<file path="src/rtl/keypad_decoder.sv">
// 4x4 matrix keypad decoder: captures one key from a walking-zero row scan,
// debounces press and release on the scan tick, and reports the accepted key code.
module keypad_decoder #(
  parameter int unsigned DEBOUNCE_TICKS = 4
) (
  input  logic       clk,
  input  logic       rst,
  input  logic       tick,
  input  logic [3:0] row_drv,
  input  logic [3:0] col_in,
  output logic       scan_en,
  output logic [3:0] key_code,
  output logic       key_valid,
  output logic       key_held
);

  typedef enum logic [1:0] {SCAN, DEBOUNCE, PRESSED, RELEASE} state_t;

  localparam logic [3:0] DB_TICKS = 4'(DEBOUNCE_TICKS);

  state_t     state_q;
  logic [3:0] cnt_q;
  logic [1:0] row_q;
  logic [1:0] col_q;
  logic [3:0] key_code_q;
  logic       key_valid_q;

  logic       sample_valid;
  logic       sample_match;
  logic       cols_released;
  logic [1:0] row_idx;
  logic [1:0] col_idx;
  logic [3:0] cnt_d;

  // Position of the single low bit; only meaningful when the vector is one-cold.
  function automatic logic [1:0] zero_pos(input logic [3:0] v);
    case (v)
      4'b1101: return 2'd1;
      4'b1011: return 2'd2;
      4'b0111: return 2'd3;
      default: return 2'd0;
    endcase
  endfunction

  function automatic logic [3:0] code_of(input logic [1:0] row, input logic [1:0] col);
    case ({row, col})
      4'b00_00: return 4'h1;
      4'b00_01: return 4'h2;
      4'b00_10: return 4'h3;
      4'b00_11: return 4'hA;
      4'b01_00: return 4'h4;
      4'b01_01: return 4'h5;
      4'b01_10: return 4'h6;
      4'b01_11: return 4'hB;
      4'b10_00: return 4'h7;
      4'b10_01: return 4'h8;
      4'b10_10: return 4'h9;
      4'b10_11: return 4'hC;
      4'b11_00: return 4'hE;
      4'b11_01: return 4'h0;
      4'b11_10: return 4'hF;
      default:  return 4'hD;
    endcase
  endfunction

  always_comb begin
    sample_valid  = $onehot(~row_drv) && $onehot(~col_in);
    row_idx       = zero_pos(row_drv);
    col_idx       = zero_pos(col_in);
    sample_match  = sample_valid && (row_idx == row_q) && (col_idx == col_q);
    cols_released = (col_in == 4'b1111);
    cnt_d         = cnt_q + 4'd1;
  end

  // NOTE: all state uses non-blocking assignments so every register samples
  // the pre-edge values; blocking here would chain updates within one edge.
  always_ff @(posedge clk) begin
    if (rst) begin
      state_q     <= SCAN;
      cnt_q       <= 4'd0;
      row_q       <= 2'd0;
      col_q       <= 2'd0;
      key_code_q  <= 4'h0;
      key_valid_q <= 1'b0;
    end else begin
      key_valid_q <= 1'b0;
      case (state_q)
        // Capture is clock-driven so the scanner is frozen on the very row it drove.
        SCAN: begin
          if (sample_valid) begin
            row_q   <= row_idx;
            col_q   <= col_idx;
            cnt_q   <= 4'd0;
            state_q <= DEBOUNCE;
          end
        end
        DEBOUNCE: begin
          if (tick) begin
            if (sample_match) begin
              cnt_q <= cnt_d;
              if (cnt_d == DB_TICKS) begin
                key_code_q  <= code_of(row_q, col_q);
                key_valid_q <= 1'b1;
                state_q     <= PRESSED;
              end
            end else begin
              state_q <= SCAN;
            end
          end
        end
        PRESSED: begin
          if (tick && cols_released) begin
            cnt_q   <= 4'd0;
            state_q <= RELEASE;
          end
        end
        RELEASE: begin
          if (tick) begin
            if (cols_released) begin
              cnt_q <= cnt_d;
              if (cnt_d == DB_TICKS) state_q <= SCAN;
            end else begin
              state_q <= PRESSED;
            end
          end
        end
        default: state_q <= SCAN;
      endcase
    end
  end

  // Any valid sample in SCAN freezes the scanner in the same cycle it is seen.
  assign scan_en   = (state_q == SCAN) && !sample_valid;
  assign key_held  = (state_q == PRESSED) || (state_q == RELEASE);
  assign key_code  = key_code_q;
  assign key_valid = key_valid_q;

endmodule

</file>
<file path="config.mk">
export PLATFORM = sky130hd
export DESIGN_NAME = keypad_decoder
export DESIGN_NICKNAME = d
export VERILOG_FILES = /design/src/rtl/keypad_decoder.sv
export SDC_FILE = /design/constraint.sdc
export NUM_CORES = 1
export LEC_CHECK = 0
export BUFFER_PORTS_ARGS = -buffer_cell sky130_fd_sc_hd__buf_2
export CAP_MARGIN = 20
export CORE_AREA = 3 3 51 53
export DETAILED_ROUTE_END_ITERATION = 10
export DIE_AREA = 0 0 54 56
export MAX_ROUTING_LAYER = met4
export PLACE_DENSITY = 0.71
export SLEW_MARGIN = 20
export SYNTH_ARGS = -nofsm -noshare
export SYNTH_HDL_FRONTEND = slang
export SYNTH_SLANG_ARGS = --single-unit
</file>
<file path="constraint.sdc">
create_clock -name clk -period 9.2 [get_ports clk]
set_input_delay 1.84 -clock clk [delete_from_list [all_inputs] [get_ports clk]]
set_output_delay 1.84 -clock clk [all_outputs]
set_load 0.02 [all_outputs]
</file>
Word level (Yosys, flattened, before mapping):

Memories as Yosys holds them, arrays and structs flattened. A register that Yosys moved wholly into a read port is not among the register bits.
Index checks and enable logic that the tools add are counted.

* register bits after elaboration: 11
* bits in latches: 0
* RAM bits: 0
* bits in read-only memories: 64
* bits of input ports: 11
* output and inout port bits: 7
* word-level logic and storage cells: 73
* memories: 1

* add/sub/neg operators: 7
* multiply operators: 0
* div/mod/pow operators: 0
* magnitude comparators: 0
* eq/ne operators: 23
* shift-type cells: 0
* multiplexer cells: 19
* bitwise logic cells: 5
* reductions and logical operators: 13

Memory list
* (name not given): words 16, bits a word 4, read ports 1, clocked after memory_dff 1, write ports 0, line 46 `case ({row, col})`

Operators by type and width (count)
* $mux W4: 6
* $eq A4 B4 Y1 const B: 5
* $mux W2: 8
* $pmux W4 S4: 1
* $eq A4 B3 Y1 const B: 3
* $ne A2 B2 Y1 const B: 6
* $pmux W2 S3: 2
* $reduce_and A6 Y1: 2
* $add A1 B1 Y2: 4
* $not A4 Y4: 2
* $pmux W2 S4: 1
* $add A2 B2 Y3: 2
* $eq A3 B1 Y1 const B: 2
* $ne A3 B3 Y1 const B: 2
* $logic_and A1 B1 Y1: 5
* $add A4 B1 Y4 const B: 1
* $eq A2 B2 Y1: 2
* $eq A2 B2 Y1 const B: 2
* $reduce_and A4 Y1: 1
* $reduce_or A4 Y1: 1
* $not A1 Y1: 3
* $eq A2 B1 Y1 const B: 1
* $logic_not A2 Y1: 1
* $reduce_and A2 Y1: 1
* other kinds (3): 3

Logic depth before layout (Yosys ltp):

Gate-level depths: netlist (run 1).

* depth after elaboration: 10
* gate-level depth with buffers: 11
* depth with buffers taken out: 10

Least setup slack after synthesis (run 1):

Ideal clock, no wire load.

* kind: input to output
* start: input col_in[0]
* end: output scan_en
* arrival: 3.492 ns
* setup slack: 3.868 ns
* stages: 7
* buffers on the path: 0
* cell sequence: fa_1 inv_1 ha_1 ha_1 nor4b_1 nand3b_1 and3_1

* word-level cells in the longest chain between the ends: 7

RTL lines
* start, declared: line 10 `input logic [3:0] col_in,`
* $not A4 Y4: line 67 `sample_valid = $onehot(~row_drv) && $onehot(~col_in);`
* $add A1 B1 Y2 (not written as such): line 67
* $add A2 B2 Y3 (not written as such): line 67
* $eq A3 B1 Y1: line 67
* $logic_and A1 B1 Y1: line 67
* $logic_not A1 Y1: line 133 `assign scan_en = (state_q == SCAN) && !sample_valid;`
* $logic_and A1 B1 Y1: line 133
* end, declared: line 11 `output logic scan_en,`

Every way passes these cells.

Final worst setup path (run 1):

Ends and elaborated chain as after synthesis.

==> impl_metrics.tcl, run 1 <==
set metrics [dict create \
    synth-main-ff-cell "dfxtp_1" \
    core_area_um2 2190 \
    final_area_um2 1300 \
    cts_made_buffers 3 \
    wl_per_cell_um 13.3 \
    grt_start_max_net_pins 15 \
    synthTopCellsByArea "dfxtp_1, ha_1, mux2i_1" \
    leakage_uw 0.000565 \
    min_period_ps 5650 \
    skew_ps 7.40 \
    start_util_pct 53.7 \
    synthToLayoutAreaGrowth_pct 10.4 \
    dieArea_um2 3020 \
    cts-htree-levels 1 \
    grt_overflow 0 \
    die_h_um 56 \
    r2r-start "row_q[0]" \
    outcome "finished, final reports clean" \
    track_usage_pct 18.9 \
    clkPwrFrac_pct 28.5 \
    worst_pin_slew_ps 524 \
    drt_iter0_markers 32 \
    cts-resized-gates 0 \
    synth.distinct_cells 41 \
    ant_nets 0 \
    cts_root_buffer "clkbuf_4" \
    yosysWarningCount 0 \
    met1_usage_pct 24.5 \
    end_kind "output port" \
    crit_required_ps 7360 \
    syn_area_um2 1180 \
    rsz0062_at_grt "no" \
    routabilityCongestion 0.814 \
    ios 18 \
    slew-limit-headroom_pct 64.9 \
    vias 1062 \
    dp_cells 180 \
    n_antenna_cell 0 \
    p_int_uw 93.1 \
    clockBufferDepth 2 \
    criticalPathCategory "in -> out" \
    synth_fp_nets 168 \
    antenna_found_initial 0 \
    ys_seq_area_share_pct 25.5 \
    async_flop_share_pct 0 \
    setup_viol 0 \
    synthCells 141 \
    hold_start "cnt_q[3]" \
    die_w_um 54 \
    grtUsageMet3_pct 4.83 \
    power_frac_seq_pct 50.6 \
    combPwrFrac_pct 20.8 \
    path_max_fanout 4 \
    cts.clk_slew.worst_paths_ps 90 \
    drc 0 \
    hold_viol 0 \
    synth_edf_count 0 \
    powerDensity_nw_per_um2 101 \
    synth.most_common_cell "nor2_1" \
    slew_violations 0 \
    crit_arrival_ps 3810 \
    startpoint "col_in[0]" \
    p_switching_uw 38.4 \
    io_buffers 17 \
    power.share.switching_pct 29.2 \
    wl_mm 2.44 \
    grt_pass1_wl_mm 4.22 \
    finalNonFillerCells 184 \
    max_freq_ghz 0.177 \
    r2r_slack_ps 6940 \
    gr-max-usage-layer "met2" \
    cts.sinks 15 \
    rows 17 \
    hold_path.class "reg -> reg" \
    maxCapViolations 0 \
    crit_chain "buf_2 -> fa_1 -> inv_1 -> ha_1 -> ha_1 -> nor4b_1 -> nand3b_1 -> and3_1 -> buf_2" \
    first_global_vias 972 \
    synth_top_area_share_pct 25.5 \
    cts_hold_buffers 0 \
    clk_latency_ps 290 \
    r2r_cells 6 \
    cts_setup_buffers 0 \
    drive_above_1_share_pct 17.9 \
    holdPathEnd "cnt_q[3]" \
    critPathSlowestCell "fa_1" \
    period_share_pct 61.4 \
    tns_ps 0 \
    ys_ff_latch 15 \
    met2_usage_pct 28.7 \
    syn_avg_cell_area_um2 8.34 \
    r2r-end "cnt_q[0]" \
    cp_slowest_stage_delay_ps 530 \
    place_area_um2 1270 \
    hold_depth 1 \
    critPathLaunchType "input pin" \
    synth_top_cells_by_count "nor2_1, inv_1, dfxtp_1, ha_1, o21ai_0" \
    cts_tree "built" \
    dr.pass1.iters 4 \
    viasPerCell 5.77 \
    ir_drop_v 0.0000687 \
    synth.largest_area_cell "dfxtp_1" \
    nNetsFinal 184 \
    dpl.hpwl_mm 1.92 \
]
-- cell usage in the layout (no fill, tap or decap), types with 2 or more instances in the layout --
cell type / synthesis / layout
buf_2: 1 / 17
or3_1: 2 / 2
and2_1: 2 / 2
o311ai_0: 2 / 2
xor2_1: 3 / 3
clkbuf_4: 0 / 3
inv_1: 16 / 16
o21ai_0: 8 / 8
nor2_1: 17 / 17
ha_1: 14 / 14
nor3_1: 3 / 3
a21oi_1: 7 / 7
a2111o_1: 2 / 2
dfxtp_1: 15 / 15
mux2i_1: 7 / 7
nand2_1: 7 / 7
fa_1: 2 / 2
nand3_1: 5 / 5
mux2_2: 2 / 2
-- registers in the layout (all words and copies together), names as in the netlist --
register / cells
cnt_q: 4
col_q: 2
key_code: 4
key_valid: 1
row_q: 2
state_q: 2
-- cells by family after synthesis --
family                   after synthesis  share of synthesized area, %
buffers and inverters                 22                          7.23
multiplexers                          10                          9.79
AND/OR/NAND/NOR                       46                          20.1
flip-flops                            15                          25.5
adder cells (fa/ha/maj)               17                          19.3
XOR/XNOR                               3                          2.23
AO/OA/AOI/OAI                         28                          15.9
-- per-stage QoR --
| stage | worst slack, ps | hold WS, ps | utilization [%] | total power (uW) |
|---|---|---|---|---|
| after CTS | 3540 | 485 | 59.3 | 133 |
| after detailed placement | 3540 | 461 | 58.0 | 95.7 |
| after global placement | 3610 | 460 | 58.0 | 94.1 |
| after global routing | 3420 | 514 | 59.3 | 140 |
| after floorplan | 3870 | 435 | - | 86.7 |
| final | 3550 | 489 | 59.3 | 131 |
-- worst max path at each step --
stage / depth (start not counted) / slack (ps) / to
after floorplan: 7 / 3870 / scan_en
after global placement: 9 / 3610 / scan_en
after detailed placement: 9 / 3540 / scan_en
after CTS: 9 / 3540 / scan_en
after global routing: 9 / 3420 / scan_en
final: 9 / 3550 / scan_en
-- critical path, delay by kind of cell --
family / cells / cell delay (ps)
adder cells (fa/ha/maj): 3 / 980
AND/OR/NAND/NOR: 3 / 670
buffers and inverters: 3 / 320
-- per-layer routing --
layer	share of wire [%]	wire, um	up-vias
li1	-	-	530
met1	45	1090	492
met2	49	1200	34
met3	4.9	119	6
met4	1.3	32	0
met5	0	0	-
-- power groups by stage --
stage	clock network (uW)	logic (uW)	registers, uW
after global routing	41.8	31.6	66.8
after floorplan	0	19.4	67.3
after CTS	38.4	27.7	66.6
after global placement	0	26.1	68.0
final	37.5	27.4	66.6
after detailed placement	0	27.6	68.1
-- final cells by class --
| class | instances | area [um2] |
|---|---|---|
| clock buffer | 3 | 22.5 |
| inverter | 16 | 60.1 |
| tap | 28 | 35.0 |
| multi-input combinational | 104 | 791 |
| timing repair buffer | 17 | 85.1 |
| sequential | 15 | 300 |
| fill | 212 | 892 |
| clock inverter | 1 | 5.00 |
(Power assumes the default switching activity.)
==> run 2, diff against run 1 <==
- ABC_AREA: unset -> 1
- PLACE_DENSITY: 0.71 -> 0.73
- clock period: 9.2 -> 5.8 ns (I/O delays scaled with it)
==> impl_metrics.tcl, run 2 <==
set metrics [dict create \
    outcome "finished, final reports clean" \
    synth-xor-area-share_pct 1.44 \
    layout_common_cells "nand2_1, inv_1, nor2_1" \
    power.share.switching_pct 36.5 \
    synth_top_cells_by_count "nand2_1, inv_1, nor2_1, dfxtp_1, ha_1" \
    min_period_ps 4020 \
    grt_pass1_wl_mm 4.04 \
    viasPerCell 5.17 \
    vias 1121 \
    holdWs_ps 480 \
    combPwrFrac_pct 30.9 \
    synth.most_common_cell "nand2_1" \
    layout_commonest_cell "nand2_1" \
    p_int_uw 165 \
    synthTopCellsByArea "dfxtp_1, ha_1, nand2_1" \
    synthToLayoutAreaGrowth_pct 11.0 \
    grt_start_max_net_pins 11 \
    syn_avg_cell_area_um2 7.10 \
    skew_ps 0.983 \
    core_area_um2 2190 \
    critPathLaunchType "input pin" \
    cts-htree-levels 1 \
    clk_latency_ps 280 \
    synth-simple-area-share_pct 30.8 \
    clockBufferDepth 2 \
    yosysWarningCount 0 \
    critPathSlowestCell "fa_1" \
    slew_violations 0 \
    setup_viol 0 \
    dpl.hpwl_mm 1.90 \
    powerDensity_nw_per_um2 192 \
    ys_ff_latch 15 \
    synth_compound_area_share_pct 14.6 \
    crit_arrival_ps 2860 \
    synth_fp_nets 198 \
    cts.sinks 15 \
    drive_above_1_share_pct 21.2 \
    cts-resized-gates 0 \
    cts_setup_buffers 0 \
    leakage_uw 0.000663 \
    synth.largest_area_cell "dfxtp_1" \
    antenna_found_initial 0 \
    ios 18 \
    tns_ps 0 \
    ir_drop_v 0.000101 \
    rsz0062_at_grt "no" \
    hold_path.class "reg -> reg" \
    ant_nets 0 \
    synth_edf_count 0 \
    worst_pin_slew_ps 289 \
    synth.distinct_cells 30 \
    synthAdderAreaFrac_pct 17.7 \
    max_freq_ghz 0.249 \
    async_flop_share_pct 0 \
    num-fill-cells 212 \
    clkPwrFrac_pct 23.1 \
    grt_overflow 0 \
    rows 17 \
    cts_root_buffer "clkbuf_4" \
    cts_made_buffers 3 \
    cts_hold_buffers 0 \
    die_h_um 56 \
    wl_per_cell_um 10.5 \
    drt_iter0_markers 20 \
    crit_chain "buf_2 -> fa_1 -> inv_1 -> ha_1 -> ha_1 -> nand3b_1 -> nor2_2 -> nor2_1 -> buf_2" \
    synth_top_family_by_area "simple AND/OR/NAND/NOR gates" \
    cts_tree "built" \
    start_util_pct 55.5 \
    end_kind "output port" \
    n_antenna_cell 0 \
    synth-main-ff-cell "dfxtp_1" \
    cts.clk_slew.worst_paths_ps 90 \
    dr.pass1.iters 4 \
    p_switching_uw 94.5 \
    io_buffers 17 \
    synth_top_area_share_pct 24.7 \
    first_global_vias 1024 \
    synthCells 171 \
    criticalPathCategory "in -> out" \
    hold_viol 0 \
    wl_mm 2.28 \
    nNetsFinal 217 \
    ys_seq_area_share_pct 24.7 \
    syn_area_um2 1210 \
    crit_required_ps 4640 \
    muxShareOfSynthArea_pct 0 \
    slew-limit-headroom_pct 80.7 \
    die_w_um 54 \
    period_share_pct 69.4 \
    routabilityCongestion 0.878 \
    power_frac_seq_pct 46.0 \
    track_usage_pct 17.6 \
    path_max_fanout 3 \
    maxCapViolations 0 \
    drc 0 \
    cp_slowest_stage_delay_ps 540 \
    dieArea_um2 3020 \
]
==> run 2: logic make-up (layout without fill, tap and decap cells) <==
logic type / after synthesis / count (layout)
xor+xnor: 2 / 2
simple gates: 75 / 75
compound gates: 29 / 29
flops: 15 / 15
fa+ha+maj: 16 / 16
buf+inv: 34 / 52
==> run 2: final timing paths <==
check | startpoint | endpoint | slack, ps | cells after the start
max | row_drv[0] | scan_en | 1780 | 9
min | key_code[2] | key_code[2] | 480 | 2
max reg2reg | row_q[1] | cnt_q[3] | 4270 | 9
min reg2reg | key_code[2] | key_code[2] | 480 | 2
==> run 2: layout make-up <==
type                       count  area, um2  area share, %
clock buffer                   3       22.5           1.67
timing repair buffer          17       85.1           6.31
multi-input combinational    122        785           58.2
clock inverter                 1       5.00          0.371
sequential                    15        300           22.3
inverter                      31        116           8.63
tap                           28       35.0           2.60
==> run 2: per-stage QoR <==
stage / cells / worst slack, ps / utilization, % / total power, uW / instance area, um2
after detailed placement: 213 / 1770 / 60.3 / 202 / 1320
final: 217 / 1780 / 61.6 / 259 / 1350
after floorplan: 171 / 2030 / - / 180 / 1210
after global routing: 217 / 1660 / 61.6 / 282 / 1350
after CTS: 217 / 1760 / 61.6 / 262 / 1350
after global placement: 213 / 1800 / 60.3 / 199 / 1320
==> run 2: power groups by stage <==
stage          Clock (uW)  Combinational (uW)  Sequential [uW]
6_report             59.9                80.0              119
5_1_grt              68.0                93.2              120
4_1_cts              61.8                81.0              119
3_5_place_dp            0                80.5              121
3_3_place_gp            0                77.3              121
2_1_floorplan           0                63.0              117
==> run 2: worst max-delay path, delay by kind of cell <==
family	cells	cell delay (ps)
buf+inv	3	330
simple gates	3	410
fa+ha+maj	3	970
==> run 2: layer usage <==
| metal | global-route usage (%) | part of all wire [%] | vias up |
|---|---|---|---|
| met5 | - | 0 | - |
| met4 | 8.54 | 1.7 | 0 |
| met2 | 28.0 | 49 | 23 |
| li1 | - | - | 591 |
| met1 | 21.7 | 46 | 503 |
| met3 | 1.61 | 3.5 | 4 |
==> run 3, diff against run 2 <==
- CORE_AREA: 3 3 51 53 -> 3 3 53 55
- DIE_AREA: 0 0 54 56 -> 0 0 56 58
- PLACE_DENSITY: 0.73 -> 0.71
- clock period: 5.8 -> 3.7 ns (I/O delays scaled with it)
==> impl_metrics.tcl, run 3 (synthesis results as in run 2) <==
set metrics [dict create \
    period_share_pct 86.2 \
    nNetsFinal 217 \
    leakage_uw 0.000660 \
    cts.clk_slew.worst_paths_ps 80 \
    hold_depth 2 \
    cts-htree-levels 1 \
    ios 18 \
    setup_viol 0 \
    cts_hold_buffers 0 \
    slew-limit-headroom_pct 81.3 \
    wl_met1_mm 1.04 \
    fin_util_pct 55.5 \
    drc 0 \
    worst_pin_slew_ps 279 \
    ant_nets 0 \
    cts_root_buffer "clkbuf_4" \
    layout_common_cells "nand2_1, inv_1, nor2_1" \
    r2r-start "row_q[1]" \
    met3RoutedLength_um 49 \
    wl_met2_mm 1.18 \
    cts.sinks 15 \
    crit_required_ps 2960 \
    drt_iter0_markers 29 \
    routabilityCongestion 0.805 \
    criticalPathCategory "in -> out" \
    cts_made_buffers 3 \
    powerDensity_nw_per_um2 299 \
    tns_ps 0 \
    holdWs_ps 474 \
    first_global_vias 1124 \
    maxCapViolations 0 \
    outcome "finished, final reports clean" \
    grt_start_max_net_pins 11 \
    cts_setup_buffers 0 \
    rsz0062_at_grt "no" \
    min_period_ps 3190 \
    clockBufferDepth 2 \
    grt_overflow 0 \
    skew_ps 9.39 \
    path_max_fanout 3 \
    wl_per_cell_um 10.5 \
    ir_drop_v 0.000195 \
    holdPathEnd "key_code[3]" \
    grt_pass1_wl_mm 4.33 \
    slew_violations 0 \
    core_area_um2 2430 \
    final_area_um2 1350 \
    cts-resized-gates 0 \
    r2r_slack_ps 2190 \
    r2r-end "key_code[1]" \
    wl_mm 2.30 \
    r2r_cells 9 \
    clk_latency_ps 270 \
    critPathLaunchType "input pin" \
    place_area_um2 1320 \
    hold_viol 0 \
    die_w_um 56 \
    antenna_found_initial 0 \
    track_usage_pct 16.6 \
    layout_commonest_cell "nand2_1" \
    num-fill-cells 236 \
    die_h_um 58 \
    hold_start "key_code[3]" \
    cts_tree "built" \
    max_freq_ghz 0.313 \
    synthToLayoutAreaGrowth_pct 11.1 \
    start_util_pct 49.9 \
    drive_above_1_share_pct 20.6 \
    dieArea_um2 3250 \
    dpl.hpwl_mm 1.96 \
    io_buffers 17 \
    rows 18 \
    crit_arrival_ps 2450 \
    end_kind "output port" \
    dr.pass1.iters 4 \
    n_antenna_cell 0 \
    viasPerCell 5.12 \
    routed.top_layer "met4" \
    vias 1121 \
    hold_path.class "reg -> reg" \
]
==> run 3: changes by cell type in the layout (fill, tap and decap cells not counted), sizes merged <==
cell    previous run  this run
clkinv             2         1
clkbuf             3         4
==> run 3: per-stage QoR <==
| stage | cells | worst slack, ps | power (uW) |
|---|---|---|---|
| floorplan | 171 | 767 | 283 |
| global placement | 215 | 511 | 310 |
| detailed placement | 215 | 486 | 316 |
| CTS | 219 | 484 | 407 |
| global route | 219 | 374 | 436 |
| finish | 219 | 509 | 403 |
==> run 3: where the power goes <==
| group | total (uW) | internal (uW) | switching, uW |
|---|---|---|---|
| Combinational | 125 | 45.8 | 79.4 |
| Clock | 90.8 | 41.6 | 49.1 |
| Sequential | 187 | 172 | 15.1 |
| Total | 403 | 259 | 144 |
==> run 3: final cells by class <==
class	instances	area [um2]	share of cell area, %
Inverter	31	116	8.62
Clock buffer	4	26.3	1.95
Timing Repair Buffer	17	85.1	6.30
Sequential cell	15	300	22.2
Multi-Input combinational cell	122	785	58.1
Tap cell	30	37.5	2.78
==> run 3: layer usage <==
layer	track usage, %	vias up
met5	-	-
met4	4.75	0
met3	2.00	2
met2	32.4	11
met1	17.4	516
li1	-	592
==> run 3: worst max-delay path by stage <==
stage	endpoint	startpoint	slack, ps	depth (start not counted)
after floorplan	scan_en	col_in[0]	770	7
after global placement	scan_en	col_in[0]	510	9
after detailed placement	scan_en	row_drv[0]	490	9
after CTS	scan_en	col_in[0]	480	9
after global routing	scan_en	col_in[0]	370	9
final	scan_en	col_in[0]	510	9
==> run 3: critical path, stage by stage <==
cell	delay [ps]
buf_2	130
fa_1	530
inv_1	40
ha_1	170
ha_1	260
nand3b_1	160
nor2_2	190
nor2_1	80
buf_2	160
